===== src/rtl/seg7_pkg.sv =====
// seg7_pkg: shared definitions for the 7-segment display receive path.
//   seg_t        : segment vector {A,B,C,D,E,F,G}, 1 = segment lit
//   SEG_0..SEG_9 : legal digit patterns
//   SEG_BLANK    : all segments off
//   BLANK_NIBBLE : nibble reported for a blank digit
//   ERR_NIBBLE   : nibble reported for an illegal pattern
//   is_onehot4() : true when exactly one of four select bits is set
package seg7_pkg;

  typedef logic [6:0] seg_t;

  localparam seg_t SEG_0     = 7'h7E;
  localparam seg_t SEG_1     = 7'h30;
  localparam seg_t SEG_2     = 7'h6D;
  localparam seg_t SEG_3     = 7'h79;
  localparam seg_t SEG_4     = 7'h33;
  localparam seg_t SEG_5     = 7'h5B;
  localparam seg_t SEG_6     = 7'h5F;
  localparam seg_t SEG_7     = 7'h70;
  localparam seg_t SEG_8     = 7'h7F;
  localparam seg_t SEG_9     = 7'h7B;
  localparam seg_t SEG_BLANK = 7'h00;

  localparam logic [3:0] BLANK_NIBBLE = 4'hF;
  localparam logic [3:0] ERR_NIBBLE   = 4'hE;

  localparam int unsigned NUM_DIGITS = 4;

  function automatic logic is_onehot4(input logic [3:0] v);
    return (v != 4'b0000) && ((v & (v - 4'd1)) == 4'b0000);
  endfunction

endpackage


===== src/rtl/seg7_decode.sv =====
// seg7_decode: combinational segment-pattern to BCD decoder.
//   seg    in  7  segment vector {A,B,C,D,E,F,G}
//   nibble out 4  BCD digit, BLANK_NIBBLE for blank, ERR_NIBBLE for illegal
//   err    out 1  pattern is neither a digit 0-9 nor blank
//   blank  out 1  all segments off
module seg7_decode
  import seg7_pkg::*;
(
  input  seg_t       seg,
  output logic [3:0] nibble,
  output logic       err,
  output logic       blank
);

  always_comb begin
    nibble = ERR_NIBBLE;
    err    = 1'b1;
    blank  = 1'b0;
    case (seg)
      SEG_0: begin nibble = 4'd0; err = 1'b0; end
      SEG_1: begin nibble = 4'd1; err = 1'b0; end
      SEG_2: begin nibble = 4'd2; err = 1'b0; end
      SEG_3: begin nibble = 4'd3; err = 1'b0; end
      SEG_4: begin nibble = 4'd4; err = 1'b0; end
      SEG_5: begin nibble = 4'd5; err = 1'b0; end
      SEG_6: begin nibble = 4'd6; err = 1'b0; end
      SEG_7: begin nibble = 4'd7; err = 1'b0; end
      SEG_8: begin nibble = 4'd8; err = 1'b0; end
      SEG_9: begin nibble = 4'd9; err = 1'b0; end
      SEG_BLANK: begin
        nibble = BLANK_NIBBLE;
        err    = 1'b0;
        blank  = 1'b1;
      end
      default: ;
    endcase
  end

endmodule


===== src/rtl/seg7_reader.sv =====
// seg7_reader: samples a multiplexed 4-digit 7-segment bus, captures each
// digit once its pattern has been stable for STABLE_CNT samples, assembles a
// 4-digit frame and presents it downstream over valid/ready.
//   clk, reset        clock, synchronous active-high reset
//   A..G              segment lines, 1 = lit
//   dig_sel[3:0]      one-hot active digit, bit 3 = most significant
//   out_bcd[15:0]     frame, [15:12] = digit 3
//   out_err[3:0]      per-digit illegal-pattern flag
//   out_blank[3:0]    per-digit blank flag
//   out_valid         frame available
//   out_ready         downstream accepts the frame
//   overrun           sticky: complete working frame modified while output full
module seg7_reader
  import seg7_pkg::*;
#(
  parameter int unsigned STABLE_CNT = 3
) (
  input  logic        clk,
  input  logic        reset,
  input  logic        A,
  input  logic        B,
  input  logic        C,
  input  logic        D,
  input  logic        E,
  input  logic        F,
  input  logic        G,
  input  logic [3:0]  dig_sel,
  output logic [15:0] out_bcd,
  output logic [3:0]  out_err,
  output logic [3:0]  out_blank,
  output logic        out_valid,
  input  logic        out_ready,
  output logic        overrun
);

  localparam logic [0:0] ST_SCAN   = 1'b0;
  localparam logic [0:0] ST_LOCKED = 1'b1;
  localparam logic [0:0] ST_EMPTY  = 1'b0;
  localparam logic [0:0] ST_FULL   = 1'b1;

  localparam logic [3:0] CNT_TARGET = 4'(STABLE_CNT);

  // ---------------------------------------------------------------------------
  // Input stage: current registered sample plus the one before it.
  // ---------------------------------------------------------------------------
  seg_t       seg_in;
  seg_t       seg_r, seg_p;
  logic [3:0] sel_r, sel_p;

  assign seg_in = {A, B, C, D, E, F, G};

  always_ff @(posedge clk) begin
    if (reset) begin
      seg_r <= SEG_BLANK;
      sel_r <= 4'b0000;
      seg_p <= SEG_BLANK;
      sel_p <= 4'b0000;
    end else begin
      seg_r <= seg_in;
      sel_r <= dig_sel;
      seg_p <= seg_r;
      sel_p <= sel_r;
    end
  end

  logic sel_onehot;
  logic same_sample;

  assign sel_onehot  = is_onehot4(sel_r);
  assign same_sample = (seg_r == seg_p) && (sel_r == sel_p);

  // ---------------------------------------------------------------------------
  // Stability FSM. cnt holds the length of the current run of identical
  // one-hot samples ending at seg_p; a capture fires when the sample in
  // seg_r extends a run that already reached STABLE_CNT.
  // ---------------------------------------------------------------------------
  logic [0:0] stab_q, stab_d;
  logic [3:0] cnt_q, cnt_d;
  logic       capture;

  always_comb begin
    stab_d  = stab_q;
    cnt_d   = cnt_q;
    capture = 1'b0;
    if (!sel_onehot) begin
      cnt_d  = 4'd0;
      stab_d = ST_SCAN;
    end else if (!same_sample) begin
      cnt_d  = 4'd1;
      stab_d = ST_SCAN;
    end else if (stab_q == ST_SCAN) begin
      if (cnt_q == CNT_TARGET) begin
        capture = 1'b1;
        stab_d  = ST_LOCKED;
      end else begin
        cnt_d = cnt_q + 4'd1;
      end
    end
  end

  always_ff @(posedge clk) begin
    if (reset) begin
      stab_q <= ST_SCAN;
      cnt_q  <= 4'd0;
    end else begin
      stab_q <= stab_d;
      cnt_q  <= cnt_d;
    end
  end

  // ---------------------------------------------------------------------------
  // Decode of the registered pattern.
  // ---------------------------------------------------------------------------
  logic [3:0] dec_nibble;
  logic       dec_err;
  logic       dec_blank;

  seg7_decode u_decode (
    .seg    (seg_r),
    .nibble (dec_nibble),
    .err    (dec_err),
    .blank  (dec_blank)
  );

  // ---------------------------------------------------------------------------
  // Working frame and output FSM.
  // ---------------------------------------------------------------------------
  logic [15:0] frame_bcd;
  logic [3:0]  frame_err;
  logic [3:0]  frame_blank;
  logic [3:0]  seen_q, seen_d;
  logic [0:0]  out_st_q, out_st_d;
  logic        overrun_q, overrun_d;
  logic        complete;
  logic        handshake;
  logic        take;

  assign complete  = &seen_q;
  assign handshake = (out_st_q == ST_FULL) && out_ready;
  // A transfer always moves the pre-edge frame; a same-edge capture lands in
  // the freshly cleared frame and belongs to the next transfer.
  assign take      = complete && ((out_st_q == ST_EMPTY) || handshake);

  always_comb begin
    seen_d = take ? 4'b0000 : seen_q;
    if (capture) begin
      seen_d = seen_d | sel_r;
    end
  end

  always_comb begin
    out_st_d = out_st_q;
    if (take) begin
      out_st_d = ST_FULL;
    end else if (handshake) begin
      out_st_d = ST_EMPTY;
    end
  end

  // Overwriting a complete frame that cannot drain this edge loses data.
  assign overrun_d = overrun_q |
                     (capture && complete && (out_st_q == ST_FULL) && !out_ready);

  always_ff @(posedge clk) begin
    if (reset) begin
      frame_bcd   <= 16'h0000;
      frame_err   <= 4'b0000;
      frame_blank <= 4'b0000;
      seen_q      <= 4'b0000;
    end else begin
      seen_q <= seen_d;
      for (int i = 0; i < NUM_DIGITS; i++) begin
        if (capture && sel_r[i]) begin
          frame_bcd[4*i +: 4] <= dec_nibble;
          frame_err[i]        <= dec_err;
          frame_blank[i]      <= dec_blank;
        end
      end
    end
  end

  always_ff @(posedge clk) begin
    if (reset) begin
      out_st_q  <= ST_EMPTY;
      overrun_q <= 1'b0;
      out_bcd   <= 16'h0000;
      out_err   <= 4'b0000;
      out_blank <= 4'b0000;
    end else begin
      out_st_q  <= out_st_d;
      overrun_q <= overrun_d;
      if (take) begin
        out_bcd   <= frame_bcd;
        out_err   <= frame_err;
        out_blank <= frame_blank;
      end
    end
  end

  assign out_valid = (out_st_q == ST_FULL);
  assign overrun   = overrun_q;

endmodule


===== config.mk =====
export PLATFORM = sky130hd
export DESIGN_NAME = seg7_reader
export DESIGN_NICKNAME = d
export VERILOG_FILES = /design/src/rtl/seg7_pkg.sv /design/src/rtl/seg7_decode.sv /design/src/rtl/seg7_reader.sv
export SDC_FILE = /design/constraint.sdc
export NUM_CORES = 1
export LEC_CHECK = 0
export CORE_MARGIN = 2
export CORE_UTILIZATION = 54
export DETAILED_ROUTE_END_ITERATION = 16
export PLACE_DENSITY = 0.85
export SYNTH_ARGS = -nofsm -noshare
export SYNTH_HDL_FRONTEND = slang
export SYNTH_HIERARCHICAL = 1
export SYNTH_SLANG_ARGS = --single-unit

===== constraint.sdc =====
create_clock -name clk -period 1.9 [get_ports clk]
set_input_delay 0.38 -clock clk [delete_from_list [all_inputs] [get_ports clk]]
set_output_delay 0.38 -clock clk [all_outputs]
set_load 0.005 [all_outputs]

-- Word-level counts from Yosys, hierarchy flattened
Index checks and enable logic that the tools add are counted.
- register bits: 81
- output and inout port bits: 26
- word-level logic and storage cells: 88
- mux-type cells: 15
- bitwise operators: 8
- equality and inequality tests: 15
- $add $sub $neg: 2
- reduce and logical (&&, ||, !) cells: 23
- operator list (operator ; count):
    7-bit equality test, second input constant ; 8
    4-bit one-hot mux with 11 select lines ; 1
    7-bit by 6-bit equality test with 1-bit output, second input constant ; 2
    1-bit two-way mux ; 12
    1-bit logical AND ; 11
    11-bit OR reduction ; 1
    4-bit two-way mux ; 2
    7-bit equality test ; 1
    7-bit logical NOT ; 1
    1-bit inverter ; 5
    4-bit by 1-bit adder with 4-bit output, second input constant ; 1
    4-bit AND ; 1
    4-bit by 2-bit equality test with 1-bit output, second input constant ; 1
    4-bit equality test ; 1
    4-bit logical NOT ; 1
    2-bit inequality test, second input constant ; 2
    4-bit OR ; 1
    2-bit AND reduction ; 2
    4-bit AND reduction ; 1
    4-bit nonzero test ; 1
    4-bit by 1-bit subtractor with 4-bit output, second input constant ; 1
    3-bit OR reduction ; 1
    2-bit nonzero test ; 1
    2-bit OR reduction ; 1
    other kinds (3) ; 3

-- Logic depth before layout (Yosys ltp)
Gate-level depths: netlist of run 1.
- depth after elaboration: 9
- gate-level depth with buffers: 7
- mapped depth without buffers: 6

-- By module
The synthesis of run 1 kept the hierarchy.
- modules (own cells, without submodules) (module ; area an instance (um2) ; sequential area each (um2) ; cells each ; times used):
    seg7_reader ; 2975.4 ; 1621.6 ; 307 ; 1
    seg7_decode ; 240.2 ; 0.0 ; 32 ; 1

-- Least setup slack after synthesis of run 1
Ideal clock, no wire load.
- path kind: flip-flop to flip-flop
- start: register sel_r[3]
- end: register frame_blank[0]
- setup slack: 137 ps
- arrival time: 1691 ps
- setup time: 72 ps
- cell stages (with the launch flop): 8
- cells stage by stage: dfxtp_1 -> buf_4 -> nor4b_1 -> a211oi_2 -> nor4_4 -> and2_1 -> buf_6 -> mux2i_1
- longest elaborated chain between the ends: 6
- ends and longest elaborated chain (element ; RTL line ; source):
    from (decl) ; seg7_reader.sv:48 ; logic [3:0] sel_r, sel_p;
    from (signal assigned) ; seg7_reader.sv:60 ; sel_r <= dig_sel;
    4-bit by 1-bit subtractor with 4-bit output ; seg7_pkg.sv:30 ; return (v != 4'b0000) && ((v & (v - 4'd1)) == 4'b0000);
    4-bit AND ; seg7_pkg.sv:30 ;
    4-bit logical NOT ; seg7_pkg.sv:30 ;
    1-bit logical AND ; seg7_pkg.sv:30 ;
    1-bit two-way mux (*) ; seg7_reader.sv:85 ; if (!sel_onehot) begin
    1-bit logical AND (*) ; seg7_reader.sv:173 ; if (capture && sel_r[i]) begin
    to (signal, indexed assignment) ; seg7_reader.sv:176 ; frame_blank[i] <= dec_blank;
    to (decl) ; seg7_reader.sv:130 ; logic [3:0] frame_blank;
Every way passes the cells marked *; elsewhere a longest branch is shown, timed or not.
A chain may end at the register's enable or synchronous reset.

-- Final worst setup path of run 1
- start: register sel_r[2]
- end: register frame_bcd[14]
- longest elaborated chain between the ends: 6
- ends and longest elaborated chain (element ; RTL line ; source):
    4-bit by 1-bit subtractor with 4-bit output ; seg7_pkg.sv:30 ;
    4-bit AND ; seg7_pkg.sv:30 ;
    4-bit logical NOT ; seg7_pkg.sv:30 ;
    1-bit logical AND ; seg7_pkg.sv:30 ;
    1-bit two-way mux (*) ; seg7_reader.sv:85 ;
    1-bit logical AND (*) ; seg7_reader.sv:173 ;
    to (signal, indexed assignment) ; seg7_reader.sv:174 ; frame_bcd[4*i +: 4] <= dec_nibble;
    to (decl) ; seg7_reader.sv:128 ; logic [15:0] frame_bcd;
Marked as above.

==> results of run 1 <==
registers in the layout, indices dropped and copies added (netlist names):
name / count
frame_bcd: 16
out_bcd: 16
seg_p: 7
seg_r: 7
cnt_q: 4
frame_blank: 4
frame_err: 4
out_blank: 4
out_err: 4
seen_q: 4
sel_p: 4
sel_r: 4
out_valid: 1
overrun: 1
stab_q: 1
how the worst max path moves through the flow:
stage	startpoint	to	slack, ns	cells past startpoint
final	sel_r[2]	frame_bcd[14]	0.07	6
after floorplan	sel_r[3]	frame_blank[0]	0.14	7
after global placement	cnt_q[0]	frame_bcd[0]	0.07	7
after detailed placement	cnt_q[0]	frame_err[0]	0.03	7
after CTS	cnt_q[0]	frame_err[0]	0.008	7
after global routing	sel_r[2]	frame_bcd[14]	-0.06	6
placed cells by master, fill, tap and decap left out, types with 2 or more instances in the layout:
| cell | count |
|---|---|
| clkdlybuf4s50_1 | 38 |
| dfxtp_2 | 6 |
| a21oi_1 | 33 |
| nor4b_2 | 2 |
| nor4_4 | 2 |
| buf_4 | 13 |
| nand2_1 | 52 |
| a311oi_1 | 2 |
| mux2i_1 | 25 |
| nand2b_1 | 33 |
| xor2_1 | 2 |
| o21ai_1 | 3 |
| dfxtp_1 | 74 |
| nand3_1 | 2 |
| nor2_1 | 12 |
| xnor2_1 | 13 |
| nand2_4 | 2 |
| nor3b_1 | 3 |
| clkbuf_8 | 10 |
| nor2b_1 | 23 |
| nand4_1 | 5 |
| clkinv_2 | 3 |
metrics by stage:
stage               setup WS [ns]  hold slack [ns]  area, sq um
floorplan                   0.137            0.432         3220
global placement           0.0705            0.441         3730
detailed placement         0.0285            0.448         3730
CTS                       0.00755            0.379         3900
global route              -0.0567            0.403         3960
finish                     0.0738            0.389         3960
worst register-to-register path: stages (launching register included):
cell,delay (ns)
dfxtp_1,0.50
xnor2_1,0.19
nand4_1,0.18
nor4_4,0.41
buf_4,0.20
nand2_4,0.09
mux2i_1,0.14
kinds of logic after synthesis:
logic type,Yosys count
buffers and inverters,21
xor gates and xnor gates,15
DFF,81
muxes,25
adders and majority gates,1
and+or+nand+nor,150
AOI/OAI and AO/OA,46
power breakdown:
| group | total, mW | switching (mW) | internal [mW] |
|---|---|---|---|
| Combinational | 0.185 | 0.0867 | 0.0987 |
| Clock | 1.11 | 0.608 | 0.506 |
| Sequential | 1.75 | 0.0326 | 1.72 |
| Total | 3.05 | 0.727 | 2.32 |
layer usage:
metal	wire length (microns)	track usage	up-vias
li1	-	-	1222
met1	2850	0.238	1131
met2	3120	0.345	53
met3	197	0.0556	13
met4	140	0.0831	0
met5	0	0	-
area by class of cell:
type | count | area, sq um
clock buffer | 11 | 141
tap | 75 | 93.8
multi-input combinational | 237 | 1550
inverter | 1 | 3.75
fill | 446 | 1890
sequential | 81 | 1630
clock inverter | 5 | 31.3
timing repair buffer | 53 | 503
what timing repair did:
| item | CTS | global route |
|---|---|---|
| endpoints found under the setup margin | 0 | 26 |
| resized for setup | 0 | 17 |
| hold buffers | 0 | 0 |
| buffers inserted | 0 | 2 |
==> results_dict.tcl, run 1 <==
set metrics [dict create \
    status "finished, final reports clean" \
    antenna_cells 0 \
    synth_compound_area_frac 0.0825 \
    clock_path_buffers 2 \
    grt_pass1_wl_microns 10100 \
    postSynthCellCount 339 \
    leakage_nw 1.50 \
    yosysUniqueCellTypes 44 \
    yosys_warnings 6 \
    fin_skew_ns 0.00933 \
    portBuffers 39 \
    synth_edf_count 0 \
    worstPathArrival_ns 2.06 \
    rr_worst_depth 6 \
    cp.buffers_inverters 1 \
    fmax_mhz 548 \
    finalMaxSlewViolations 0 \
    synthSimpleGateAreaFrac 0.262 \
    vdd_drop_max_uv 525 \
    area_delta_synth_final_pct 23.2 \
    synthFlopType "dfxtp_1" \
    via_per_inst 5.22 \
    cts_root_buf "clkbuf_8" \
    powerDensity_nw_per_um2 771 \
    nets 398 \
    drt_iter0_markers 93 \
    via_count 2419 \
    layout_min_cycle_time_ns 1.83 \
    yosysMostFrequentCell "dfxtp_1" \
    wl_per_cell_microns 13.6 \
    cts_made_buffers 9 \
    cts_tree "yes" \
    place_hpwl_microns 4270 \
    cp-start-kind "register" \
    tns_ns 0 \
    synthAdderAreaFrac 0.00389 \
    synth_common_cells "dfxtp_1 (81), nand2_1 (52), a21oi_1 (33), nand2b_1 (33), mux2i_1 (25)" \
    relSlewSlack 0.781 \
    synth_top_area_cell "dfxtp_1" \
    fin_util 0.677 \
    fp-row-count 28 \
    synth_xor_area_frac 0.0409 \
    drive_gt1_frac 0.131 \
    worstSetupPathType "reg -> reg" \
    cap_viol_max_count 0 \
    grt_pass1_vias 2215 \
    hp-class "in -> reg" \
    die_h_microns 81.2 \
    routabilityCongestion 0.778 \
    drc_errors 0 \
    ys_seq_elements 81 \
    finalCritPeriodShare 0.961 \
    yosysSeqAreaShare 0.504 \
    worstPathCellList "xnor2_1 -> nand4_1 -> nor4_4 -> buf_4 -> nand2_4 -> mux2i_1" \
    die_x_microns 81.2 \
    final_cells 463 \
    grt-ovfl-total 0 \
    die_area_sq_um 6590 \
    core_sq_um 5850 \
    antenna_found_initial 0 \
    synthTopCellsByArea "dfxtp_1 (50%), mux2i_1 (7.8%), nand2b_1 (6.4%)" \
    worstHoldStart "reset" \
    postSynthAreaPerCell_sq_um 9.49 \
    r2r_end "frame_bcd[14]" \
    worst_pin_slew_ns 0.327 \
    r2r_setup_slack_ns 0.07 \
    insertion_delay_ns 0.35 \
    totalWireLength_microns 6300 \
    timing.rr.start "sel_r[2]" \
    track_usage 0.201 \
    finalHoldViolCount 0 \
    first_pass_iters 4 \
    initial_core_util 0.550 \
    cts_max_level 3 \
    synth_nets 354 \
    finalPower_mw 3.05 \
    io_pins 40 \
    end_kind "register" \
    whs_path_depth 2 \
    syn_area_sq_um 3220 \
    synth_top_family_by_area "simple AND/OR/NAND/NOR gates" \
    grt_max_degree 31 \
    clk_pin_slew_worst_paths_ns 0.08 \
    synthArstFlopShare 0 \
    required_ns 2.14 \
    setup_violations 0 \
    worst_path_dominant_cell_family "simple AND/OR/NAND/NOR gates" \
    path_max_fanout 7 \
    slowest_stage "dfxtp_1" \
    cts.sinks 81 \
    muxShareOfSynthArea 0.0778 \
    ant_nets 0 \
    holdPathEnd "sel_p[0]" \
    synth_top_area_share 0.504 \
    dpl.cell_count 446 \
    slowest_delay_ns 0.50 \
]
No activity file was read; power rests on OpenSTA's default activity.
==> run 2: changes to the inputs <==
--- a/config.mk
+++ b/config.mk
@@ -5,10 +5,11 @@
 export SDC_FILE = /design/constraint.sdc
 export NUM_CORES = 1
 export LEC_CHECK = 0
+export ABC_AREA = 1
 export CORE_MARGIN = 2
-export CORE_UTILIZATION = 54
+export CORE_UTILIZATION = 55
 export DETAILED_ROUTE_END_ITERATION = 16
-export PLACE_DENSITY = 0.85
+export PLACE_DENSITY = 0.86
 export SYNTH_ARGS = -nofsm -noshare
 export SYNTH_HDL_FRONTEND = slang
 export SYNTH_HIERARCHICAL = 1
==> run 2 against run 1 <==
Compared with the run above: worst setup slack got worse by 0.051 ns; non-clock buffer count is 9 lower; final cell count grew 25%; clock power increased by 5%; combinational power increased by 3%; die area increased by 2.4%; utilization shrank 0.59 points; power rose by 1.7%; synthesized cell count grew 36%.
==> results_dict.tcl, run 2 <==
set metrics [dict create \
    drt_iter0_markers 214 \
    synthTopCellsByArea "dfxtp_1 (48%), nand2_1 (12%), nor2_1 (10%)" \
    postSynthAreaPerCell_sq_um 7.27 \
    fin_skew_ns 0.00936 \
    fmax_mhz 533 \
    final_common_cell "nand2_1" \
    fillers 471 \
    cts_made_buffers 9 \
    worst_pin_slew_ns 0.373 \
    drc_errors 0 \
    postSynthCellCount 462 \
    grt_max_degree 49 \
    yosysUniqueCellTypes 25 \
    tns_ns 0 \
    vdd_drop_max_uv 580 \
    die_h_microns 82.1 \
    yosys_warnings 6 \
    final_cell_mix "nand2_1 (104), nor2_1 (89), dfxtp_1 (81)" \
    first_pass_iters 4 \
    finalPower_mw 3.10 \
    track_usage 0.208 \
    synth_edf_count 0 \
    grt_pass1_wl_microns 10700 \
    synth_top_area_share 0.483 \
    ant_nets 0 \
    leakage_nw 1.83 \
    clk_pin_slew_worst_paths_ns 0.09 \
    path_max_fanout 13 \
    worstSetupPathType "reg -> reg" \
    drive_gt1_frac 0.101 \
    cts_root_buf "clkbuf_8" \
    die_area_sq_um 6750 \
    area_delta_synth_final_pct 18.3 \
    syn_area_sq_um 3360 \
    place_area_sq_um 3790 \
    cts_hold_buf 0 \
    finalHoldViolCount 0 \
    r2r_setup_slack_ns 0.02 \
    setup_violations 0 \
    hp-class "reg -> reg" \
    insertion_delay_ns 0.35 \
    antenna_found_initial 0 \
    nets 515 \
    powerDensity_nw_per_um2 782 \
    register_area_sq_um 1620 \
    multiInputGateArea_sq_um 1370 \
    fp-row-count 28 \
    ys_seq_elements 81 \
    synth_top_area_cell "dfxtp_1" \
    fin_area_sq_um 3970 \
    io_pins 40 \
    status "finished, final reports clean" \
    worstPathArrival_ns 2.12 \
    end_kind "register" \
    routabilityCongestion 0.858 \
    finalMaxSlewViolations 0 \
    synth_common_cells "nand2_1 (104), nor2_1 (90), dfxtp_1 (81)" \
    cts_tree "yes" \
    synth_nets 477 \
    antenna_cells 0 \
    via_count 2866 \
    cts_max_level 3 \
    grt-ovfl-total 0 \
    core_sq_um 5920 \
    synthFlopType "dfxtp_1" \
    required_ns 2.15 \
    reg_top3 "frame_bcd (16), out_bcd (16)" \
    yosysMostFrequentCell "nand2_1" \
    cap_viol_max_count 0 \
    grt_pass1_vias 2546 \
    totalWireLength_microns 6490 \
    cts.sinks 81 \
    cp-start-kind "register" \
    layout_min_cycle_time_ns 1.88 \
    via_per_inst 4.94 \
    wl_per_cell_microns 11.2 \
    yosysSeqAreaShare 0.483 \
    rsz0062_at_grt "true" \
    synthArstFlopShare 0 \
    relSlewSlack 0.751 \
    clock_path_buffers 2 \
    place_hpwl_microns 4470 \
    die_x_microns 82.1 \
    finalCritPeriodShare 0.988 \
    portBuffers 39 \
    initial_core_util 0.567 \
]
-- run 2: critical path: stages, from the launching register on --
cell and delay [ns]:
dfxtp_1 0.39, ha_1 0.17, inv_1 0.06, nor3_2 0.16, nand2_1 0.13, nor2_4 0.20
nand4_2 0.34, nor2_1 0.24, nor2_1 0.08
-- run 2: per-layer routing --
layer  vias up  track usage  wire length, microns
met2        68        0.354                  3210
met3         9       0.0565                   344
li1       1475            -                     -
met4         0       0.0867                    91
met1      1314        0.246                  2840
met5         -            0                     0
-- run 2: power breakdown --
group          switching [mW]  internal (mW)
Combinational           0.114         0.0753
Clock                   0.675          0.497
Sequential             0.0239           1.72
Total                   0.813           2.29
-- run 2: cell type report --
type / count / area share
sequential: 81 / 0.408
multi-input combinational: 296 / 0.344
timing repair buffer: 44 / 0.114
inverter: 68 / 0.0643
clock buffer: 9 / 0.0312
tap: 75 / 0.0236
clock inverter: 7 / 0.0151
-- run 2: repair_timing --
action,4_1_cts,5_1_grt
setup endpoints to repair,0,26
setup buffers,0,0
gates resized for setup,0,0
-- run 2: logic make-up (layout without fill, tap and decap cells) --
family	Yosys count	after routing	synth area share
flops	81	81	0.483
buf+inv	85	128	0.111
fa+ha+maj	1	1	0.00373
simple gates	228	228	0.294
xor+xnor	7	7	0.0183
compound gates	60	60	0.0894
-- run 2: per-stage QoR --
step | std cells | utilization | hold slack [ns] | worst slack (ns)
after floorplan | 462 | - | 0.429 | 0.391
after global placement | 564 | 0.640 | 0.437 | 0.217
after detailed placement | 564 | 0.640 | 0.443 | 0.129
after CTS | 580 | 0.671 | 0.448 | 0.0411
after global routing | 580 | 0.671 | 0.469 | -0.141
final | 580 | 0.671 | 0.452 | 0.0229
-- run 2: worst paths after layout --
path	start	end	cells past startpoint
worst max-delay path	cnt_q[0]	frame_err[3]	8
worst min-delay path	overrun	overrun	2
worst max register to register	cnt_q[0]	frame_err[3]	8
worst min register to register	overrun	overrun	2
